<file path="src/rtl/write_back_addr_gen.sv">
// write_back_addr_gen: per-pixel feature-map write address generator
// with start/done handshake, valid/ready backpressure and error pulse.
module write_back_addr_gen #(
    parameter int ADDR_W      = 19,
    parameter int OPC_W       = 6,
    parameter int NUM_PORTS   = 3,
    parameter int MAP_WORDS   = 4096,
    parameter int SINGLE_OPS  = 16,
    parameter int SINGLE_BASE = 3,
    parameter int MULTI_OPS   = 16,
    parameter int MULTI_BASE  = 19,
    parameter int SPARE_IDX   = 67
) (
    input  logic                        i_clk,
    input  logic                        i_rst_n,
    input  logic                        i_start,
    input  logic [OPC_W-1:0]            i_opcode,
    input  logic [12:0]                 i_pixCount,
    input  logic                        i_pixValid,
    output logic                        o_pixReady,
    output logic                        o_wrValid,
    input  logic                        i_memReady,
    output logic [NUM_PORTS-1:0]        o_wrEn,
    output logic [NUM_PORTS*ADDR_W-1:0] o_wrAddr,
    output logic                        o_wrLast,
    output logic                        o_busy,
    output logic                        o_done,
    output logic                        o_err
);

    localparam int SHIFT = $clog2(MAP_WORDS);

    localparam logic [1:0] S_IDLE  = 2'd0;
    localparam logic [1:0] S_RUN   = 2'd1;
    localparam logic [1:0] S_DRAIN = 2'd2;

    if ((longint'(1) << SHIFT) != longint'(MAP_WORDS)) begin : g_pow2_chk
        $error("MAP_WORDS must be a power of two");
    end

    if (longint'(SPARE_IDX + 1) * longint'(MAP_WORDS)
        > (longint'(1) << ADDR_W)) begin : g_range_chk
        $error("feature-map slots exceed the address space");
    end

    logic [31:0]                 w_op;
    logic [31:0]                 w_multiIdx;
    logic                        w_single;
    logic                        w_multi;
    logic                        w_cntOk;
    logic [NUM_PORTS*ADDR_W-1:0] w_base;
    logic [NUM_PORTS-1:0]        w_mask;
    logic [NUM_PORTS*ADDR_W-1:0] w_nextAddr;
    logic                        w_run;
    logic                        w_pixReady;
    logic                        w_accept;
    logic                        w_retire;
    logic                        w_lastPix;

    logic [1:0]                  r_state;
    logic [NUM_PORTS*ADDR_W-1:0] r_base;
    logic [NUM_PORTS-1:0]        r_mask;
    logic [12:0]                 r_count;
    logic [12:0]                 r_pix;
    logic                        r_wrValid;
    logic [NUM_PORTS-1:0]        r_wrEn;
    logic [NUM_PORTS*ADDR_W-1:0] r_wrAddr;
    logic                        r_wrLast;
    logic                        r_done;
    logic                        r_err;

    assign w_op       = 32'(i_opcode);
    assign w_single   = w_op < 32'(SINGLE_OPS);
    assign w_multi    = !w_single && (w_op < 32'(SINGLE_OPS + MULTI_OPS));
    assign w_multiIdx = 32'(MULTI_BASE)
                      + 32'(NUM_PORTS) * (w_op - 32'(SINGLE_OPS));
    assign w_cntOk    = (i_pixCount != 13'd0)
                     && ({19'd0, i_pixCount} <= 32'(MAP_WORDS));

    // Slot index scaled by a power-of-two map size is a plain shift.
    for (genvar k = 0; k < NUM_PORTS; k++) begin : g_port
        logic [31:0] w_idx;
        if (k == 0) begin : g_p0
            assign w_idx = w_single ? 32'(SINGLE_BASE) + w_op : w_multiIdx;
        end else begin : g_pk
            assign w_idx = w_single ? 32'(SPARE_IDX) : w_multiIdx + 32'(k);
        end
        assign w_base[k*ADDR_W +: ADDR_W] = ADDR_W'(w_idx << SHIFT);
        assign w_mask[k] = (k == 0) || w_multi;
        assign w_nextAddr[k*ADDR_W +: ADDR_W] =
            r_base[k*ADDR_W +: ADDR_W] + ADDR_W'(r_pix);
    end

    assign w_run      = r_state == S_RUN;
    assign w_pixReady = w_run && (!r_wrValid || i_memReady);
    assign w_accept   = w_pixReady && i_pixValid;
    assign w_retire   = r_wrValid && i_memReady;
    assign w_lastPix  = r_pix == (r_count - 13'd1);

    always_ff @(posedge i_clk or negedge i_rst_n) begin
        if (!i_rst_n) begin
            r_state   <= S_IDLE;
            r_base    <= '0;
            r_mask    <= '0;
            r_count   <= '0;
            r_pix     <= '0;
            r_wrValid <= 1'b0;
            r_wrEn    <= '0;
            r_wrAddr  <= '0;
            r_wrLast  <= 1'b0;
            r_done    <= 1'b0;
            r_err     <= 1'b0;
        end else begin
            r_done <= 1'b0;
            r_err  <= 1'b0;

            if (w_accept) begin
                r_wrAddr  <= w_nextAddr;
                r_wrEn    <= r_mask;
                r_wrValid <= 1'b1;
                r_wrLast  <= w_lastPix;
            end else if (w_retire) begin
                r_wrValid <= 1'b0;
                r_wrEn    <= '0;
                r_wrLast  <= 1'b0;
            end

            case (r_state)
                S_IDLE: begin
                    if (i_start) begin
                        if ((w_single || w_multi) && w_cntOk) begin
                            r_base  <= w_base;
                            r_mask  <= w_mask;
                            r_count <= i_pixCount;
                            r_pix   <= '0;
                            r_state <= S_RUN;
                        end else begin
                            r_err <= 1'b1;
                        end
                    end
                end
                S_RUN: begin
                    if (w_accept) begin
                        r_pix <= r_pix + 13'd1;
                        if (w_lastPix) begin
                            r_state <= S_DRAIN;
                        end
                    end
                end
                S_DRAIN: begin
                    if (w_retire) begin
                        r_state <= S_IDLE;
                        r_done  <= 1'b1;
                    end
                end
                default: r_state <= S_IDLE;
            endcase
        end
    end

    assign o_pixReady = w_pixReady;
    assign o_wrValid  = r_wrValid;
    assign o_wrEn     = r_wrEn;
    assign o_wrAddr   = r_wrAddr;
    assign o_wrLast   = r_wrLast;
    assign o_busy     = r_state != S_IDLE;
    assign o_done     = r_done;
    assign o_err      = r_err;

endmodule
</file>
<file path="config.mk">
export PLATFORM = sky130hd
export DESIGN_NAME = write_back_addr_gen
export DESIGN_NICKNAME = d
export VERILOG_FILES = /design/src/rtl/write_back_addr_gen.sv
export SDC_FILE = /design/constraint.sdc
export NUM_CORES = 1
export LEC_CHECK = 0
export BUFFER_PORTS_ARGS = -buffer_cell sky130_fd_sc_hd__buf_2
export CORE_UTILIZATION = 45
export CTS_CLUSTER_SIZE = 12
export DETAILED_ROUTE_END_ITERATION = 16
export GPL_TIMING_DRIVEN = 0
export PLACE_DENSITY_LB_ADDON = 0.15
export RECOVER_POWER = 100
export SETUP_SLACK_MARGIN = 0.3
export SYNTH_ARGS = -nofsm -noshare
export SYNTH_HDL_FRONTEND = slang
export SYNTH_SLANG_ARGS = --single-unit
</file>
<file path="constraint.sdc">
create_clock -name i_clk -period 2 [get_ports i_clk]
set_input_delay 0.1 -clock i_clk [delete_from_list [all_inputs] [get_ports i_clk]]
set_output_delay 0.1 -clock i_clk [all_outputs]
set_load 0.02 [all_outputs]
</file>
[Word-level counts from Yosys, hierarchy flattened]
Cells that the tools add are included.
Storage, ports and cells
  bits in registers: 115
  input bits: 24
  word-level logic and storage cells: 74
Operators by class
  add/sub/neg operators: 10
  multiply operators: 1
  $lt $le $gt $ge: 3
  eq/ne operators: 8
  mux-type cells: 23
  reductions and logical operators: 18
Operators by type and width (number)
  $add A19 B13 Y19: 3
  $mux W13: 3
  $pmux W13 S2: 1
  $mux W7: 3
  $add A13 B1 Y13 const B: 1
  $eq A13 B13 Y1: 1
  $le A13 B13 Y1 const B: 1
  $reduce_bool A13 Y1: 1
  $sub A13 B1 Y13 const B: 1
  $mux W2: 5
  $mux W1: 8
  $add A2 B6 Y7 const A: 1
  $add A6 B7 Y7 const A: 1
  $add A7 B2 Y7 const B: 1
  $add A7 B3 Y7 const B: 1
  $mul A3 B7 Y7 const A: 1
  $sub A6 B5 Y7 const B: 1
  $logic_and A1 B1 Y1: 6
  $lt A6 B5 Y1 const B: 1
  $lt A6 B6 Y1 const B: 1
  $mux W3: 2
  $ne A2 B2 Y1 const B: 3
  $pmux W2 S3: 1
  $reduce_bool A2 Y1: 3
  other kinds (9): 12

[Logic depth before layout (Yosys ltp)]
Gate-level depths: netlist (run 1).
  depth after elaboration: 8
  mapped depth: 12

[Least setup slack after synthesis (run 1)]
No wires, ideal clock.
  path kind: in2reg
  from: input port i_opcode[1]
  to: register r_base[36]
  setup time: 96 ps
  data arrival time: 2191 ps
  path slack: -287 ps
  cell stages on the path: 11
  cells stage by stage: inv_1 -> ha_1 -> inv_1 -> ha_1 -> ha_1 -> a21o_1 -> xnor2_1 -> or3b_2 -> nor2_1 -> xnor2_1 -> o31ai_1
Between the ends
  longest elaborated chain between the ends: 6
  elaborated cells on any way between the ends: 12
  classes of those cells: 3 x add/sub; 1 x mul; 2 x order compare; 1 x mux; 5 x reduce/logical
Ends and longest elaborated chain
  start: declaration: RTL line 17  | input logic [OPC_W-1:0] i_opcode,
  parallel branches: the longest is 6 deep, another holds $sub A6 B5 Y7
  end signal: assignment: RTL line 132  | r_base <= w_base;
  end: declaration: RTL line 61  | logic [NUM_PORTS*ADDR_W-1:0] r_base;
Several ways; the timed one is not identified.
A chain may end at the register's enable or synchronous reset.

[Worst setup path after layout (run 1)]
  from: register r_count[1]
  to: register r_wrLast, in the netlist o_wrLast
Between the ends
  longest elaborated chain between the ends: 3
Ends and longest elaborated chain
  start: declaration: RTL line 63  | logic [12:0] r_count;
  start signal: assignment: RTL line 134  | r_count <= i_pixCount;
  $sub A13 B1 Y13: RTL line 98  | assign w_lastPix = r_pix == (r_count - 13'd1);
  $eq A13 B13 Y1: RTL line 98
  $mux W1: RTL line 117  | if (w_accept) begin
  end signal: assignment: RTL line 121  | r_wrLast <= w_lastPix;
  end: declaration: RTL line 68  | logic r_wrLast;
No other way between the ends.

==> results of run 1 <==
==> metal layers <==
layer / vias to the layer above / part of all wire / GRT usage / wire length, um
met5: - / 0 / 0 / 0
met4: 0 / 0.021 / 0.0818 / 291
met3: 22 / 0.040 / 0.0426 / 551
met2: 116 / 0.54 / 0.414 / 7410
met1: 2200 / 0.40 / 0.272 / 5530
li1: 2153 / - / - / -
==> final cells by class <==
class	instances	area [sq um]
plain buffers	49	350
clock buffers	9	225
clock inverters	7	53.8
fillers	988	4410
inverters	23	105
multi-input cells	394	3150
flip-flops and latches	90	2260
well taps	143	179
repair buffers	126	738
==> where the power goes <==
part | switching, mW | total (mW) | internal, mW | leakage, nW
logic | 2.29 | 4.04 | 1.74 | 1.80
registers | 0.652 | 3.14 | 2.49 | 1.13
clock network | 0.737 | 1.59 | 0.852 | 0.134
==> per-stage QoR <==
step                 util  total power, mW
floorplan               -             5.59
global placement    0.534             6.57
detailed placement  0.536             6.70
CTS                 0.601             8.70
global route        0.616             9.36
finish              0.616             8.77
==> cells by family (layout without fill, tap and decap cells) <==
group	count (synthesis)	in the layout
and+or+nand+nor	206	206
adders and majority gates	27	27
buffers and inverters	72	214
AOI/OAI and AO/OA	83	83
xor gates and xnor gates	61	61
DFF	90	90
muxes	17	17
==> Yosys cell counts, types with 2 or more instances <==
| master | number | share of area |
|---|---|---|
| dfrtp_1 | 90 | 0.42 |
| nand2_1 | 88 | 0.062 |
| o21ai_0 | 43 | 0.040 |
| xnor2_1 | 41 | 0.068 |
| nor2_1 | 30 | 0.021 |
| ha_1 | 27 | 0.064 |
| buf_4 | 25 | 0.035 |
| inv_1 | 23 | 0.016 |
| nand3_1 | 22 | 0.021 |
| xor2_1 | 20 | 0.033 |
| mux2_2 | 17 | 0.036 |
| clkbuf_1 | 13 | 0.0092 |
| a21oi_1 | 10 | 0.0094 |
| nor3_1 | 8 | 0.0075 |
| and3_1 | 7 | 0.0082 |
| o31ai_1 | 7 | 0.0099 |
| nand4_1 | 6 | 0.0071 |
| a31oi_1 | 5 | 0.0059 |
| buf_6 | 5 | 0.011 |
| nor4_1 | 5 | 0.0059 |
| nor4_2 | 5 | 0.012 |
| buf_2 | 4 | 0.0038 |
| nor2b_1 | 4 | 0.0047 |
| nor3b_1 | 4 | 0.0056 |
| a21o_1 | 3 | 0.0042 |
| nor2_2 | 3 | 0.0035 |
| a311o_1 | 2 | 0.0038 |
| buf_1 | 2 | 0.0014 |
| nand2b_1 | 2 | 0.0024 |
| nor4b_1 | 2 | 0.0033 |
| nor4b_2 | 2 | 0.0056 |
| or2_2 | 2 | 0.0024 |
| or3_1 | 2 | 0.0024 |
| or4_1 | 2 | 0.0028 |
==> worst max-delay path, cell delays in order, from the launching register on <==
cell and delay (ns):
dfrtp_1 0.42, inv_2 0.09, ha_4 0.13, or4b_4 0.50, buf_12 0.16, nor4_4 0.13
or4_4 0.18, nand4_1 0.08, a211o_1 0.28, nand2_1 0.07
==> sequential cells by signal, summed over array words and instances, names as in the netlist <==
name and cells:
r_pix 13, r_count 13, o_done 1, o_err 1, o_wrAddr 33, o_wrValid 1
r_state 2, r_mask 2, o_wrEn 2, o_wrLast 1, r_base 21
==> what timing repair did <==
| action | CTS | global route |
|---|---|---|
| buffers inserted | 16 | 12 |
| gates resized for setup | 68 | 50 |
| hold buffers | 8 | 0 |
| endpoints found under the hold margin | 38 | 0 |
| pin swaps | 28 | 29 |
| setup endpoints to repair | 79 | 58 |
==> final timing paths <==
path                                             start                        to  slack [ns]  cells after the start
max in group asynchronous                      i_rst_n     r_pix[12]$_DFFE_PN0P_        0.24                      3
worst max register to register  r_count[1]$_DFFE_PN0P_      o_wrLast$_DFFE_PN0P_       -0.12                      9
min in group asynchronous                      i_rst_n  o_wrAddr[44]$_DFFE_PN0P_        0.38                      2
worst min register to register   r_mask[0]$_DFFE_PN0P_     r_mask[0]$_DFFE_PN0P_        0.46                      2
worst min-delay path                     i_pixCount[5]    r_count[5]$_DFFE_PN0P_     -0.0003                      3
worst max-delay path            r_count[1]$_DFFE_PN0P_      o_wrLast$_DFFE_PN0P_       -0.12                      9
==> flow_metrics.py, run 1 <==
metrics = {
    "routing": {
        "vias": 4491,
        "drtIter0Drc": 258,
        "wire_per_inst_um": 16.4,
        "dr.pass1.iters": 4,
        "viasPerCell": 5.34,
        "wirelength_um": 13800,
        "drc": 0,
        "ant_nets": 0,
    },
    "clock_network": {
        "cts-root-buf": "clkbuf_16",
        "numClockSinks": 90,
        "htree_levels": 3,
        "tritoncts": "built",
        "insertion_delay_ns": 0.34,
        "clk_pin_slew_ns": 0.07,
        "clockBufferDepth": 2,
        "cts_buffers": 9,
    },
    "hold_path": {
        "hold_path_class": "in2reg",
    },
    "die": {
        "io_pins": 90,
        "start_util": 0.464,
        "core-area_sq_um": 11500,
        "die_x_um": 111,
        "row_count": 39,
        "die_height_um": 111,
        "die-area_sq_um": 12300,
    },
    "synth": {
        "synth_seq_cells": 90,
        "synthArstFlopShare": 1.00,
        "synth_xor_area_frac": 0.100,
        "synth_flop_cell": "dfrtp_1",
        "yosysSeqAreaShare": 0.424,
        "synth_edf_count": 0,
        "synth.area.mux_share": 0.0360,
        "synth-compound-area-share": 0.0991,
        "ys_types": 59,
        "synth_nets": 607,
        "synth_area_sq_um": 5320,
        "synth_top_family_by_area": "simple AND/OR/NAND/NOR gates",
        "ys_warn_count": 0,
        "synth_fa_ha_area_frac": 0.0635,
        "avgSynthCellArea_sq_um": 9.56,
        "synthCells": 556,
        "synthSimpleGateAreaFrac": 0.201,
    },
    "setup_path": {
        "crit_path_max_fanout": 4,
        "criticalPathCategory": "reg2reg",
        "cp_data_required_time_ns": 2.28,
        "startpoint_type": "flop",
        "arrival_ns": 2.40,
        "endpoint_kind": "flop",
    },
    "layout": {
        "final_common_cell": "nand2_1",
        "instances_no_fill": 841,
        "antenna_cells": 0,
        "area_growth_pct": 32.8,
        "stdcell_area_sq_um": 7060,
        "final_cell_mix": "nand2_1, dfrtp_1, clkbuf_1, buf_4, o21ai_0",
        "nets": 744,
        "layout-drive-gt1-share": 0.312,
    },
    "placed_design": {
        "gp_congestion": 0.855,
        "dpl.hpwl_um": 9760,
        "dp.cells": 789,
        "dp_slack_ns": -0.579,
        "place_area_sq_um": 6150,
        "port_buffers": 89,
    },
    "timing": {
        "post-route-period-util": 1.06,
        "rsz0062_at_grt": "yes",
        "worst_pin_slew_ns": 0.811,
        "drv_slew": 0,
        "hold_violations": 1,
        "fmax_ghz": 0.472,
        "period_minus_slack_ns": 2.12,
        "max_slew_margin": 0.459,
        "finalWorstSetupSlack_ns": -0.119,
        "final-setup-viol-count": 4,
        "clock_skew_ns": 0.00571,
        "finalSetupTns_ns": -0.340,
        "hold_slack_ns": -0.000267,
    },
    "pwr": {
        "p_leak_nw": 3.07,
        "p_per_area_nw_per_um2": 1240,
        "vdd_drop_max_uv": 654,
    },
    "global_routing": {
        "antenna_found_initial": 0,
        "overflow": 0,
        "grt_pass1_vias": 4587,
        "grt_use_total": 0.230,
        "grt_pass1_wl_um": 22400,
        "grt_max_degree": 60,
    },
    "run_status": {
        "status": "complete, but fails checks",
        "violations": "negative hold slack, negative setup slack",
    },
    "job": {
        "max_cap_violations": 0,
    },
}
No activity file was read; power rests on OpenSTA's default activity.
==> inputs of run 2 (changes only) <==
Settings changed: GPL_TIMING_DRIVEN 0 to not set, REMOVE_ABC_BUFFERS set to 1.
==> flow_metrics.py, run 2 (synthesized netlist as in run 1, its figures left out) <==
metrics = {
    "global_routing": {
        "overflow": 0,
        "busiest_layer": "met2",
        "grt_max_degree": 45,
        "use_met2": 0.375,
        "met1_usage": 0.248,
        "grt_use_total": 0.211,
        "grt_pass1_wl_um": 20600,
        "grt_use_met3": 0.0350,
        "antenna_found_initial": 0,
        "grt_pass1_vias": 4347,
    },
    "pwr": {
        "clkPwrFrac": 0.194,
        "vdd_drop_max_uv": 620,
        "pwr-share-comb": 0.455,
        "p_per_area_nw_per_um2": 1260,
        "seq_power_share": 0.351,
        "p_sw_mw": 3.53,
        "intPower_mw": 5.15,
        "p_leak_nw": 3.01,
        "p_sw_frac": 0.406,
    },
    "die": {
        "start_util": 0.464,
        "die-area_sq_um": 12300,
        "io_pins": 90,
        "die_height_um": 111,
        "core-area_sq_um": 11500,
        "row_count": 39,
        "die_x_um": 111,
    },
    "timing": {
        "finalWorstSetupSlack_ns": -0.0495,
        "drv_slew": 0,
        "post-route-period-util": 1.02,
        "final-setup-viol-count": 3,
        "fmax_ghz": 0.488,
        "hold_violations": 0,
        "worst_pin_slew_ns": 0.931,
        "clock_skew_ns": 0.00461,
        "rsz0062_at_grt": "yes",
        "period_minus_slack_ns": 2.05,
        "max_slew_margin": 0.380,
        "finalSetupTns_ns": -0.132,
    },
    "layout": {
        "nets": 733,
        "layout-drive-gt1-share": 0.277,
        "final_cell_mix": "nand2_1, dfrtp_1, clkbuf_1, buf_4",
        "antenna_cells": 0,
        "largest_register_ffs": 33,
        "area_growth_pct": 29.6,
    },
    "placed_design": {
        "dp_slack_ns": -0.477,
        "gp_congestion": 0.810,
        "dpl.hpwl_um": 8820,
        "port_buffers": 89,
    },
    "setup_path": {
        "arrival_ns": 2.29,
        "endpoint_kind": "flop",
        "crit_path_max_fanout": 3,
        "startpoint_type": "flop",
        "criticalPathCategory": "reg2reg",
        "reg2regPathDepth": 8,
        "cp_data_required_time_ns": 2.24,
    },
    "hold_path": {
        "hold_path_class": "in2reg",
        "holdPathStages": 3,
    },
    "clock_network": {
        "tritoncts": "built",
        "numClockSinks": 90,
        "htree_levels": 3,
        "clk_pin_slew_ns": 0.06,
        "cts_buffers": 9,
        "cts-root-buf": "clkbuf_16",
        "clockBufferDepth": 2,
        "insertion_delay_ns": 0.35,
    },
    "run_status": {
        "violations": "negative setup slack",
        "status": "complete, but fails checks",
    },
    "routing": {
        "vias": 4341,
        "ant_nets": 0,
        "drtIter0Drc": 223,
        "dr.pass1.iters": 7,
        "drc": 0,
        "wire_per_inst_um": 15.3,
        "viasPerCell": 5.24,
        "wirelength_um": 12700,
    },
    "job": {
        "max_cap_violations": 0,
    },
}
==> run 2: cell types whose count changed in the layout (fill, tap and decap cells not counted), moves of 3 or more <==
cell      before  now
buf_4         44   50
buf_6         11    4
ha_2           4    1
buf_2         22   18
dfrtp_1       84   88
clkbuf_2      10    6
dfrtp_2        6    2
==> run 2: routing by layer <==
layer / vias to the layer above / wire [um]
met1: 2085 / 5140
met2: 100 / 6740
li1: 2127 / -
met5: - / 0
met4: 0 / 344
met3: 29 / 428
==> run 2: critical path, stage by stage, from the launching register on <==
cell,delay (ns)
dfrtp_1,0.39
inv_2,0.09
ha_4,0.13
nor4b_2,0.33
a221oi_1,0.16
or4_4,0.56
nand4_1,0.10
a211o_1,0.14
nand2_1,0.05
==> run 2: final cells by class <==
cell class / count / area [sq um]
clock buffer: 9 / 225
clock inverter: 6 / 66.3
fill: 1022 / 4580
inverter: 23 / 98.8
multi-input combinational: 394 / 3080
sequential: 90 / 2250
tap: 143 / 179
timing repair buffer: 164 / 992
==> run 2: power groups by stage <==
stage	Sequential (mW)	Combinational, mW	Clock, mW
final	3.05	3.95	1.68
after floorplan	3.49	1.76	0
after global routing	3.13	4.34	1.80
after CTS	3.03	3.95	1.71
after global placement	3.03	3.59	0
after detailed placement	3.06	3.65	0
==> run 2: per-stage QoR <==
stage | instance area [sq um] | utilization | power, mW | hold WS (ns) | cells
2_1_floorplan | 5000 | - | 5.25 | -0.196 | 507
3_3_place_gp | 6110 | 0.533 | 6.61 | 0.101 | 798
3_5_place_dp | 6110 | 0.533 | 6.72 | 0.104 | 798
4_1_cts | 6800 | 0.593 | 8.70 | 0.000707 | 827
5_1_grt | 6890 | 0.601 | 9.27 | 0.0164 | 829
6_report | 6890 | 0.601 | 8.68 | 0.00390 | 829
==> run 2: what timing repair did <==
item,CTS,global route
hold buffers,7,0
pin swaps,22,38
setup buffers,7,2
endpoints found under the setup margin,21,38
hold endpoints to repair,41,0
resized for setup,53,52
==> run 2: worst paths after layout <==
kind,start,slack [ns],to
max,r_count[0]$_DFFE_PN0P_,-0.05,r_state[1]$_DFFE_PN0P_
min,i_start,0.004,o_err$_DFF_PN0_
max reg2reg,r_count[0]$_DFFE_PN0P_,-0.05,r_state[1]$_DFFE_PN0P_
min reg2reg,r_mask[0]$_DFFE_PN0P_,0.45,r_mask[0]$_DFFE_PN0P_
max in group asynchronous,i_rst_n,0.42,r_base[16]$_DFFE_PN0P_
min in group asynchronous,i_rst_n,0.42,r_pix[6]$_DFFE_PN0P_
==> inputs of run 3 (changes only) <==
Settings changed: CORE_MARGIN set to 1.5, SETUP_SLACK_MARGIN 0.3 to 0.05.
==> flow_metrics.py, run 3 (synthesized netlist as in run 1, its figures left out) <==
metrics = {
    "clock_network": {
        "clk_pin_slew_ns": 0.07,
        "numClockSinks": 90,
        "tritoncts": "built",
        "cts-root-buf": "clkbuf_16",
        "clockBufferDepth": 2,
        "insertion_delay_ns": 0.34,
        "cts_buffers": 9,
        "htree_levels": 3,
    },
    "routing": {
        "ant_nets": 0,
        "wire_per_inst_um": 14.6,
        "vias": 4293,
        "dr.pass1.iters": 4,
        "viasPerCell": 5.22,
        "drtIter0Drc": 211,
        "drc": 0,
        "wirelength_um": 12000,
    },
    "die": {
        "start_util": 0.464,
        "die_height_um": 112,
        "io_pins": 90,
        "core-area_sq_um": 11500,
        "die_x_um": 112,
        "die-area_sq_um": 12500,
        "row_count": 39,
    },
    "setup_path": {
        "reg2regPathDepth": 8,
        "ff2ff_setup_slack_ns": -0.06,
        "reg2reg_to": "r_state[0]$_DFFE_PN0P_",
        "cp_data_required_time_ns": 2.22,
        "criticalPathCategory": "reg2reg",
        "endpoint_kind": "flop",
        "arrival_ns": 2.28,
        "crit_path_max_fanout": 5,
        "startpoint_type": "flop",
        "timing.rr.start": "r_count[0]$_DFFE_PN0P_",
    },
    "timing": {
        "fmax_ghz": 0.485,
        "hold_slack_ns": 0.00781,
        "final-setup-viol-count": 3,
        "drv_slew": 0,
        "clock_skew_ns": 0.00783,
        "worst_pin_slew_ns": 0.813,
        "period_minus_slack_ns": 2.06,
        "finalSetupTns_ns": -0.123,
        "max_slew_margin": 0.458,
        "hold_violations": 0,
        "finalWorstSetupSlack_ns": -0.0604,
        "rsz0062_at_grt": "yes",
        "post-route-period-util": 1.03,
    },
    "job": {
        "max_cap_violations": 0,
    },
    "layout": {
        "area_growth_pct": 24.6,
        "nets": 726,
        "layout-drive-gt1-share": 0.253,
        "instances_no_fill": 823,
        "fin_util": 0.578,
        "antenna_cells": 0,
        "largest_register_ffs": 33,
        "final_common_cell": "dfrtp_1",
        "stdcell_area_sq_um": 6630,
        "final_cell_mix": "dfrtp_1, nand2_1, clkbuf_1, buf_4, o21ai_0",
    },
    "placed_design": {
        "dpl.hpwl_um": 8910,
        "port_buffers": 89,
        "gp_congestion": 0.847,
        "place_area_sq_um": 6120,
        "dp.cells": 800,
        "dp_slack_ns": -0.472,
    },
    "global_routing": {
        "grt_max_degree": 45,
        "antenna_found_initial": 0,
        "overflow": 0,
        "grt_use_total": 0.200,
        "grt_pass1_wl_um": 20300,
        "grt_pass1_vias": 4304,
    },
    "pwr": {
        "p_leak_nw": 2.98,
        "vdd_drop_max_uv": 588,
        "finalPower_mw": 8.59,
        "p_per_area_nw_per_um2": 1300,
    },
    "hold_path": {
        "hold_path_class": "in2reg",
        "holdPathStages": 3,
        "min_to": "r_count[2]$_DFFE_PN0P_",
        "min_from": "i_pixCount[2]",
    },
    "run_status": {
        "violations": "negative setup slack",
        "status": "complete, but fails checks",
    },
}
-- run 3: changes by cell type in the layout (fill, tap and decap cells not counted), sizes merged --
| cell | delta |
|---|---|
| dlygate4sd3 | -1 |
| buf | +1 |
| clkbuf | -6 |
| clkinv | +2 |
| inv | +1 |
| clkinvlp | -3 |
-- run 3: timing repair --
| action | in CTS | in global routing |
|---|---|---|
| hold buffers | 6 | 0 |
| cloned | 0 | 0 |
| endpoints found under the setup margin | 9 | 13 |
| resized for setup | 16 | 31 |
| setup buffers | 0 | 1 |
| pin swaps | 6 | 16 |
| endpoints found under the hold margin | 36 | 0 |
-- run 3: final cells by class --
class	instances	area, sq um
Multi-Input combinational cell	394	2890
Tap cell	143	179
Timing Repair Buffer	157	906
Inverter	23	86.3
Clock buffer	10	239
Sequential cell	90	2250
Clock inverter	6	72.6
Fill cell	1084	4840
-- run 3: worst max-delay path by stage --
stage	from	to	slack (ns)	cells past startpoint
2_1_floorplan	o_wrValid$_DFFE_PN0P_	o_wrLast$_DFFE_PN0P_	-0.67	6
3_3_place_gp	i_opcode[1]	r_base[36]$_DFFE_PN0P_	-0.36	12
3_5_place_dp	i_opcode[1]	r_base[36]$_DFFE_PN0P_	-0.47	12
4_1_cts	r_count[0]$_DFFE_PN0P_	r_state[0]$_DFFE_PN0P_	-0.04	8
5_1_grt	r_count[0]$_DFFE_PN0P_	r_state[0]$_DFFE_PN0P_	-0.13	8
6_report	r_count[0]$_DFFE_PN0P_	r_state[0]$_DFFE_PN0P_	-0.06	8
-- run 3: routing by layer --
metal,track usage,routed length (um),up-vias
met2,0.353,6210,77
met5,0,0,-
met4,0.0785,301,0
met1,0.241,5070,2082
li1,-,-,2112
met3,0.0354,401,22
-- run 3: worst max-delay path, stage by stage (launching register included) --
cell and delay [ns]:
dfrtp_1 0.39, inv_2 0.08, ha_4 0.15, or4b_4 0.54, nor4_4 0.16, or4_4 0.18, inv_2 0.03, o41ai_2 0.33
nand2_1 0.08
-- run 3: report_power, final --
group	internal, mW	switching [mW]
clock network	1.02	0.734
registers	2.48	0.587
logic	1.64	2.14
total	5.14	3.46
